==> src/rtl/pipe_hazard_unit.sv <==
// Pipeline hazard unit: tracks in-flight destination registers after decode,
// selects forwarding sources, raises load-use / interlock stalls and freezes
// fetch after taken control transfers (branch freeze, one-cycle jump flush).
//
// Handshake: this block has no valid/ready pair; an instruction in decode
// "issues" in a cycle when DecValid=1, StallD=0 and FlushD=0, and it is then
// captured into tracked stage 1 on the next rising edge.
module pipe_hazard_unit #(
  parameter int REG_AW     = 5,
  parameter int DEPTH      = 3,
  parameter int BR_PENALTY = 3,
  parameter int FWD_EN     = 1
) (
  input  logic              Clk,
  input  logic              Rst,
  input  logic              DecValid,
  input  logic [REG_AW-1:0] DecRs,
  input  logic [REG_AW-1:0] DecRt,
  input  logic              DecUsesRs,
  input  logic              DecUsesRt,
  input  logic              DecWrEn,
  input  logic [REG_AW-1:0] DecWrAddr,
  input  logic              DecIsLoad,
  input  logic              DecIsBranch,
  input  logic              DecIsJump,
  output logic              StallF,
  output logic              StallD,
  output logic              BubbleE,
  output logic              FlushD,
  output logic [2:0]        FwdA,
  output logic [2:0]        FwdB,
  output logic [15:0]       StallCount,
  output logic [1:0]        DbgState,
  output logic [REG_AW+1:0] DbgWb
);

  typedef enum logic [1:0] {
    IDLE   = 2'd0,
    FREEZE = 2'd1,
    JUMP   = 2'd2
  } br_state_t;

  br_state_t         state, state_nxt;
  logic [3:0]        frz_cnt, frz_cnt_nxt;

  logic [DEPTH:1]    sb_valid;
  logic [DEPTH:1]    sb_load;
  logic [REG_AW-1:0] sb_addr [1:DEPTH];

  logic [DEPTH-1:1]  hit_a, hit_b;
  logic              hazard;
  logic              data_stall;
  logic              issue;

  // Source matches against forwardable stages; r0 and unused sources never match
  always_comb begin
    hit_a = '0;
    hit_b = '0;
    for (int k = 1; k <= DEPTH-1; k++) begin
      hit_a[k] = sb_valid[k] && (sb_addr[k] == DecRs) && DecUsesRs && (DecRs != '0);
      hit_b[k] = sb_valid[k] && (sb_addr[k] == DecRt) && DecUsesRt && (DecRt != '0);
    end
  end

  // Forward selection (youngest wins) and hazard detection
  always_comb begin
    FwdA   = '0;
    FwdB   = '0;
    hazard = 1'b0;
    if (FWD_EN != 0) begin
      for (int k = DEPTH-1; k >= 1; k--) begin
        if (hit_a[k]) FwdA = 3'(k);
        if (hit_b[k]) FwdB = 3'(k);
      end
      hazard = (hit_a[1] || hit_b[1]) && sb_load[1];
    end else begin
      hazard = (|hit_a) || (|hit_b);
    end
  end

  // Pipeline control; a wrong-path decode slot (freeze/jump flush) never stalls
  always_comb begin
    data_stall = DecValid && hazard && (state == IDLE);
    StallD     = data_stall;
    BubbleE    = data_stall;
    StallF     = data_stall || (state == FREEZE);
    FlushD     = (state != IDLE);
    issue      = DecValid && !StallD && !FlushD;
    DbgState   = state;
    DbgWb      = {sb_valid[DEPTH], sb_load[DEPTH], sb_addr[DEPTH]};
  end

  // Branch/jump FSM next state
  always_comb begin
    state_nxt   = state;
    frz_cnt_nxt = frz_cnt;
    case (state)
      IDLE: begin
        if (issue && DecIsBranch && (BR_PENALTY > 0)) begin
          state_nxt   = FREEZE;
          frz_cnt_nxt = 4'(BR_PENALTY);
        end else if (issue && DecIsJump) begin
          state_nxt = JUMP;
        end
      end
      FREEZE: begin
        if (frz_cnt <= 4'd1) begin
          state_nxt   = IDLE;
          frz_cnt_nxt = 4'd0;
        end else begin
          frz_cnt_nxt = frz_cnt - 4'd1;
        end
      end
      JUMP:    state_nxt = IDLE;
      default: state_nxt = IDLE;
    endcase
  end

  // FSM state register
  always_ff @(posedge Clk or negedge Rst) begin
    if (!Rst) begin
      state   <= IDLE;
      frz_cnt <= 4'd0;
    end else begin
      state   <= state_nxt;
      frz_cnt <= frz_cnt_nxt;
    end
  end

  // Scoreboard shift register; advances every cycle, bubble when nothing issues
  always_ff @(posedge Clk or negedge Rst) begin
    if (!Rst) begin
      sb_valid <= '0;
      sb_load  <= '0;
      for (int k = 1; k <= DEPTH; k++) sb_addr[k] <= '0;
    end else begin
      sb_valid[1] <= issue && DecWrEn && (DecWrAddr != '0);
      sb_load[1]  <= issue && DecIsLoad;
      sb_addr[1]  <= DecWrAddr;
      for (int k = 2; k <= DEPTH; k++) begin
        sb_valid[k] <= sb_valid[k-1];
        sb_load[k]  <= sb_load[k-1];
        sb_addr[k]  <= sb_addr[k-1];
      end
    end
  end

  // Saturating count of decode-stall cycles
  always_ff @(posedge Clk or negedge Rst) begin
    if (!Rst) begin
      StallCount <= 16'd0;
    end else if (StallD && (StallCount != 16'hFFFF)) begin
      StallCount <= StallCount + 16'd1;
    end
  end

endmodule
==> config.mk <==
export PLATFORM = sky130hd
export DESIGN_NAME = pipe_hazard_unit
export DESIGN_NICKNAME = d
export VERILOG_FILES = /design/src/rtl/pipe_hazard_unit.sv
export SDC_FILE = /design/constraint.sdc
export NUM_CORES = 1
export LEC_CHECK = 0
export ABC_AREA = 1
export BUFFER_PORTS_ARGS = -buffer_cell sky130_fd_sc_hd__buf_4
export CORE_AREA = 2 2 86 88
export DETAILED_ROUTE_END_ITERATION = 12
export DIE_AREA = 0 0 88 90
export PLACE_DENSITY = 0.59
export SLEW_MARGIN = 40
export SYNTH_ARGS = -nofsm -noshare
export SYNTH_HDL_FRONTEND = slang
export SYNTH_SLANG_ARGS = --single-unit
export TNS_END_PERCENT = 5
==> constraint.sdc <==
create_clock -name Clk -period 3.6 [get_ports Clk]
set_clock_uncertainty 0.1 [all_clocks]
set_input_delay 0.36 -clock Clk [delete_from_list [all_inputs] [get_ports Clk]]
set_output_delay 0.36 -clock Clk [all_outputs]
set_load 0.03 [all_outputs]
======== Word-level counts from Yosys, hierarchy flattened ========
Index checks and enable logic that the tools add are counted.
operators by class
  $add $sub $neg .......................... 2
  magnitude comparators ................... 1
  eq/ne operators ......................... 9
  muxes and demuxes ....................... 11
  reductions and logical operators ........ 35
operators by type and width
  kind                                                   count
  logical AND 1 bit                                      23
  equality test 5 bit                                    4
  adder 16 x 1 -> 16 bit, second input constant          1
  inequality test 16 bit, second input constant          1
  nonzero test 5 bit                                     3
  2-to-1 mux 2 bit                                       5
  2-to-1 mux 4 bit                                       2
  case mux 4 bit (2 select lines)                        1
  2-to-1 mux 3 bit                                       2
  <= comparator 4 x 1 -> 1 bit, second input constant    1
  inequality test 2 x 1 -> 1 bit, second input constant  2
  case mux 2 bit (2 select lines)                        1
  AND reduction 2 bit                                    2
  nonzero test 2 bit                                     2
  subtractor 4 x 1 -> 4 bit, second input constant       1
  inequality test 3 x 1 -> 1 bit, second input constant  1
  equality test 2 x 1 -> 1 bit, second input constant    1
  zero test 1 bit                                        2
  zero test 2 bit                                        1
  logical OR 1 bit                                       2
storage, ports and cells
  register bits ........................... 43
  bits of input ports ..................... 24
  output and inout port bits .............. 35
  logic and storage cells ................. 66

======== Logic depth before layout (Yosys ltp) ========
  depth in word-level cells ............... 15
  mapped depth ............................ 13
  depth with buffers taken out ............ 13

======== Worst setup path before layout ========
OpenSTA, ideal clock, no wires.
  kind .................................... register to output
  start ................................... reg state[1] (netlist: DbgState[1])
  end ..................................... out StallD
  data arrival time ....................... 1.510 ns
  required time ........................... 3.140 ns
  setup slack ............................. 1.630 ns
  cell stages (with the launch flop) ...... 6
  buffers on the path ..................... 1
  cell sequence ........................... dfrtp_1 > nor2_1 > and3_1 > nand2_2 > inv_1 > buf_4
between the ends
  cells in the longest elaborated chain, start to end .. 2
RTL lines
  element                   line  RTL
  start: declaration        43    br_state_t state, state_nxt;
  start signal: assignment  125   state <= state_nxt;
  zero test 2 bit           83    data_stall = DecValid && hazard && (state == IDLE);
  logical AND 1 bit         83
  end: declaration          27    output logic StallD,
No other way between the ends.

======== Worst setup path in the final report ========
  start ................................... reg sb_addr[12] in the netlist's numbering
  end ..................................... out StallD
between the ends
  cells in the longest elaborated chain, start to end .. 8
  elaborated cells between the ends (all ways) .. 12
  classes of those cells .................. eq/ne: 2; reduce/logical: 10
RTL lines
  element                                                   line    RTL
  start: declaration                                        48      logic [REG_AW-1:0] sb_addr [1:DEPTH];
  start signal: indexed assignment                          143     sb_addr[k] <= sb_addr[k-1];
  equality test 5 bit, on equally long branches             60, 61
  logical AND 1 bit, on equally long branches (3 in a row)  60, 61
  logical OR 1 bit *                                        75      hazard = (hit_a[1] || hit_b[1]) && sb_load[1];
  logical AND 1 bit *                                       75
  logical AND 1 bit * (2 in a row)                          83
Mark *: on every way between the ends. The rest lies on a longest branch, timed or not.

==> metrics.txt <==
row count 31; r2r startpoint StallCount[0]$_DFFE_PN0P_; DR pass1 iterations 4; leading area contributor after synthesis dfrtp_1; DP Area 2770 sq um; GRT overflow 0; Max stage delay on crit path 0.42 ns; synth warn 0; Unique masters post-synth 30; initial drt markers 90; first-pass GRT wire length 8.61 mm; H-Tree Level Count 2; Reg2Reg Setup Slack 1.77 ns; # IOs 59; Die Area 7920 sq um; mean post-synth cell area 8.01 sq um; routed vias 1968; CP Depth 10; cell repeated most along the worst path nand2_1; crit path buf inv count 3; n_diodes 0; Fmax 0.465 GHz; worst-path fanout max 6; Reg2Reg Capture Point StallCount[11]$_DFFE_PN0P_; fin area 2860 sq um; synthesized cell area 2300 sq um; maximum capacitance violations 0; P per Cell Area 414 nW/um^2; hold wc startpoint DecWrAddr[4]; ys async rst share 100%; area growth from synthesis to layout 24.6%; Crit. End Element output port; vias in the first global route 1898; gp weighted congestion 0.890; NumNets Final 369; hold path cells 1; post-DR vias/cell 4.45; area share of the largest cell type after synthesis 46.8%; Die Ht 90 microns; RSZ-0062 raised after global routing false; maximum vdd ir drop 0.204 mV; drt wl/cell 11.6 microns; critical path class reg -> out; setup TNS 0 ns; TritonCTS clock tree done; Area contributors post-synth dfrtp_1, nand2_1, inv_1; Initial Util 32.7%; DP HPWL 4.02 mm; Clock transition at path regs 0.08 ns; CTS Buffer Depth 2; layout cells sized above 1 25.4%; post-route minimum period 2.15 ns; # DRC 0; final wirelength 5.13 mm; Worst slew margin 63.2%; Seq/Total Area, Yosys 46.8%; Worst Reg-to-Reg Cells 8; Post-CTS Resized 0; Root Buffer clkbuf_8; Worst EP arrival 1.69 ns; cell count after synthesis 287; final worst path period share 59.8%; startpoint types flip-flop; Hold EP sb_addr[14]$_DFF_PN0_; measured slew at the worst slew-check pin 0.552 ns; Pwr Total 1.19 mW; outcome finished clean; Buffers on Ports 56; Setup-failing EPs final 0; final-report hold violation count 0; Req. time, crit path 3.14 ns; Clock Latency Late Sink 0.29 ns; #FFs+latches synth 43; Die X 88 microns; core box area 7020 sq um; ys flop type dfrtp_1; critical path's top delay family simple AND/OR/NAND/NOR gates; CP cell instances inv_1 > nand2_1 > nand2_1 > nand2_1 > nor2_1 > nand2_1 > nand2_2 > nand2_2 > inv_1 > buf_4; Slew Viols, Final 0; Hold Path Class in -> reg; number of synthesized flops with an enable pin 0; clk sinks 43; antenna-violating nets left 0; largest net degree at the start of global routing 44; antenna violations before repair 0; Total GRT Usage 13.5%; TritonCTS buffer count 5; Leak 1.53 nW; Crit-path slowest cell dfrtp_1
metrics by stage:
| stage | instances | utilization (%) | hold WS [ns] | worst slack (ns) |
|---|---|---|---|---|
| after floorplan | 288 | - | -0.0356 | 1.63 |
| after global placement | 433 | 39.5 | 0.234 | 1.72 |
| after detailed placement | 433 | 39.5 | 0.236 | 1.69 |
| after CTS | 442 | 40.8 | 0.0791 | 1.43 |
| after global routing | 442 | 40.8 | 0.0664 | 1.30 |
| final | 442 | 40.8 | 0.0924 | 1.45 |
layout make-up:
type	count	area, sq um
Multi-Input combinational cell	192	990
Tap cell	99	124
Fill cell	734	4160
Inverter	43	161
Clock buffer	7	76.3
Sequential cell	43	1080
Timing Repair Buffer	57	430
Clock inverter	1	5.00
layer usage:
layer  vias to the layer above  global-route usage (%)  share of wire (%)
met5                         -                       0                  0
met3                         2                    3.58                6.0
li1                        992                       -                  -
met1                       925                    18.5                 46
met4                         0                    3.46               0.68
met2                        49                    21.0                 47
flip-flops by register name, summed over array words and instances (netlist names):
signal,count
StallCount,16
sb_addr,10
DbgWb,5
frz_cnt,4
sb_load,3
sb_valid,3
DbgState,2
Yosys cell counts (2+ instances only):
cell type,count
xnor2_1,4
nor2_2,10
o22ai_1,3
xor2_1,14
inv_1,33
o21ai_0,4
nand4_1,2
nand2_2,3
buf_4,10
nor3_1,8
ha_1,3
and3_1,2
a21oi_1,5
dfrtp_1,43
clkinv_1,2
nand2_1,84
nor4_1,2
inv_2,8
nor2_1,17
nand3_1,20
cell families (layout without fill, tap and decap cells):
group | Yosys count | in the layout | share of synthesized area, %
XOR/XNOR | 18 | 18 | 6.86
adder cells (fa/ha/maj) | 3 | 3 | 1.63
AO/OA/AOI/OAI | 16 | 16 | 4.19
other | 1 | 2 | 0.163
flip-flops | 43 | 43 | 46.8
AND/OR/NAND/NOR | 153 | 153 | 30.0
buffers and inverters | 53 | 108 | 10.3
how the worst max path moves through the flow:
stage          endpoint                    start  slack, ns
2_1_floorplan    StallD  DbgState[1]$_DFFE_PN0P_       1.63
3_3_place_gp     StallF                 DecRt[2]       1.72
3_5_place_dp     StallD                 DecRt[2]       1.69
4_1_cts          StallD    sb_addr[12]$_DFF_PN0_       1.43
5_1_grt         BubbleE    sb_addr[14]$_DFF_PN0_       1.30
6_report         StallD    sb_addr[12]$_DFF_PN0_       1.45
repair_timing:
action                                 in CTS  in global routing
hold buffers                                1                  0
buffers inserted                            0                  0
endpoints found under the hold margin      43                  0
cells in the final DEF (no fill, tap or decap), drive strengths merged:
cell and n:
o2111ai 1, nand3 22, clkbuf 7, nor4 2
or2 1, o211ai 1, inv 41, a221oi 1
o22ai 3, nor2 28, nand2 87, xnor2 4
dlygate4sd3 1, nor3 8, dfrtp 43, a21oi 5
conb 2, ha 3, clkinv 3, buf 56
and3 2, o21ai 4, nand3b 1, xor2 14
a211oi 1, nand4 2
report_power, final:
group	leakage [nW]	internal (mW)	switching (mW)
Clock	0.0422	0.136	0.154
Sequential	0.549	0.529	0.0380
Combinational	0.939	0.121	0.207
Power figures use the tool's default switching activity.
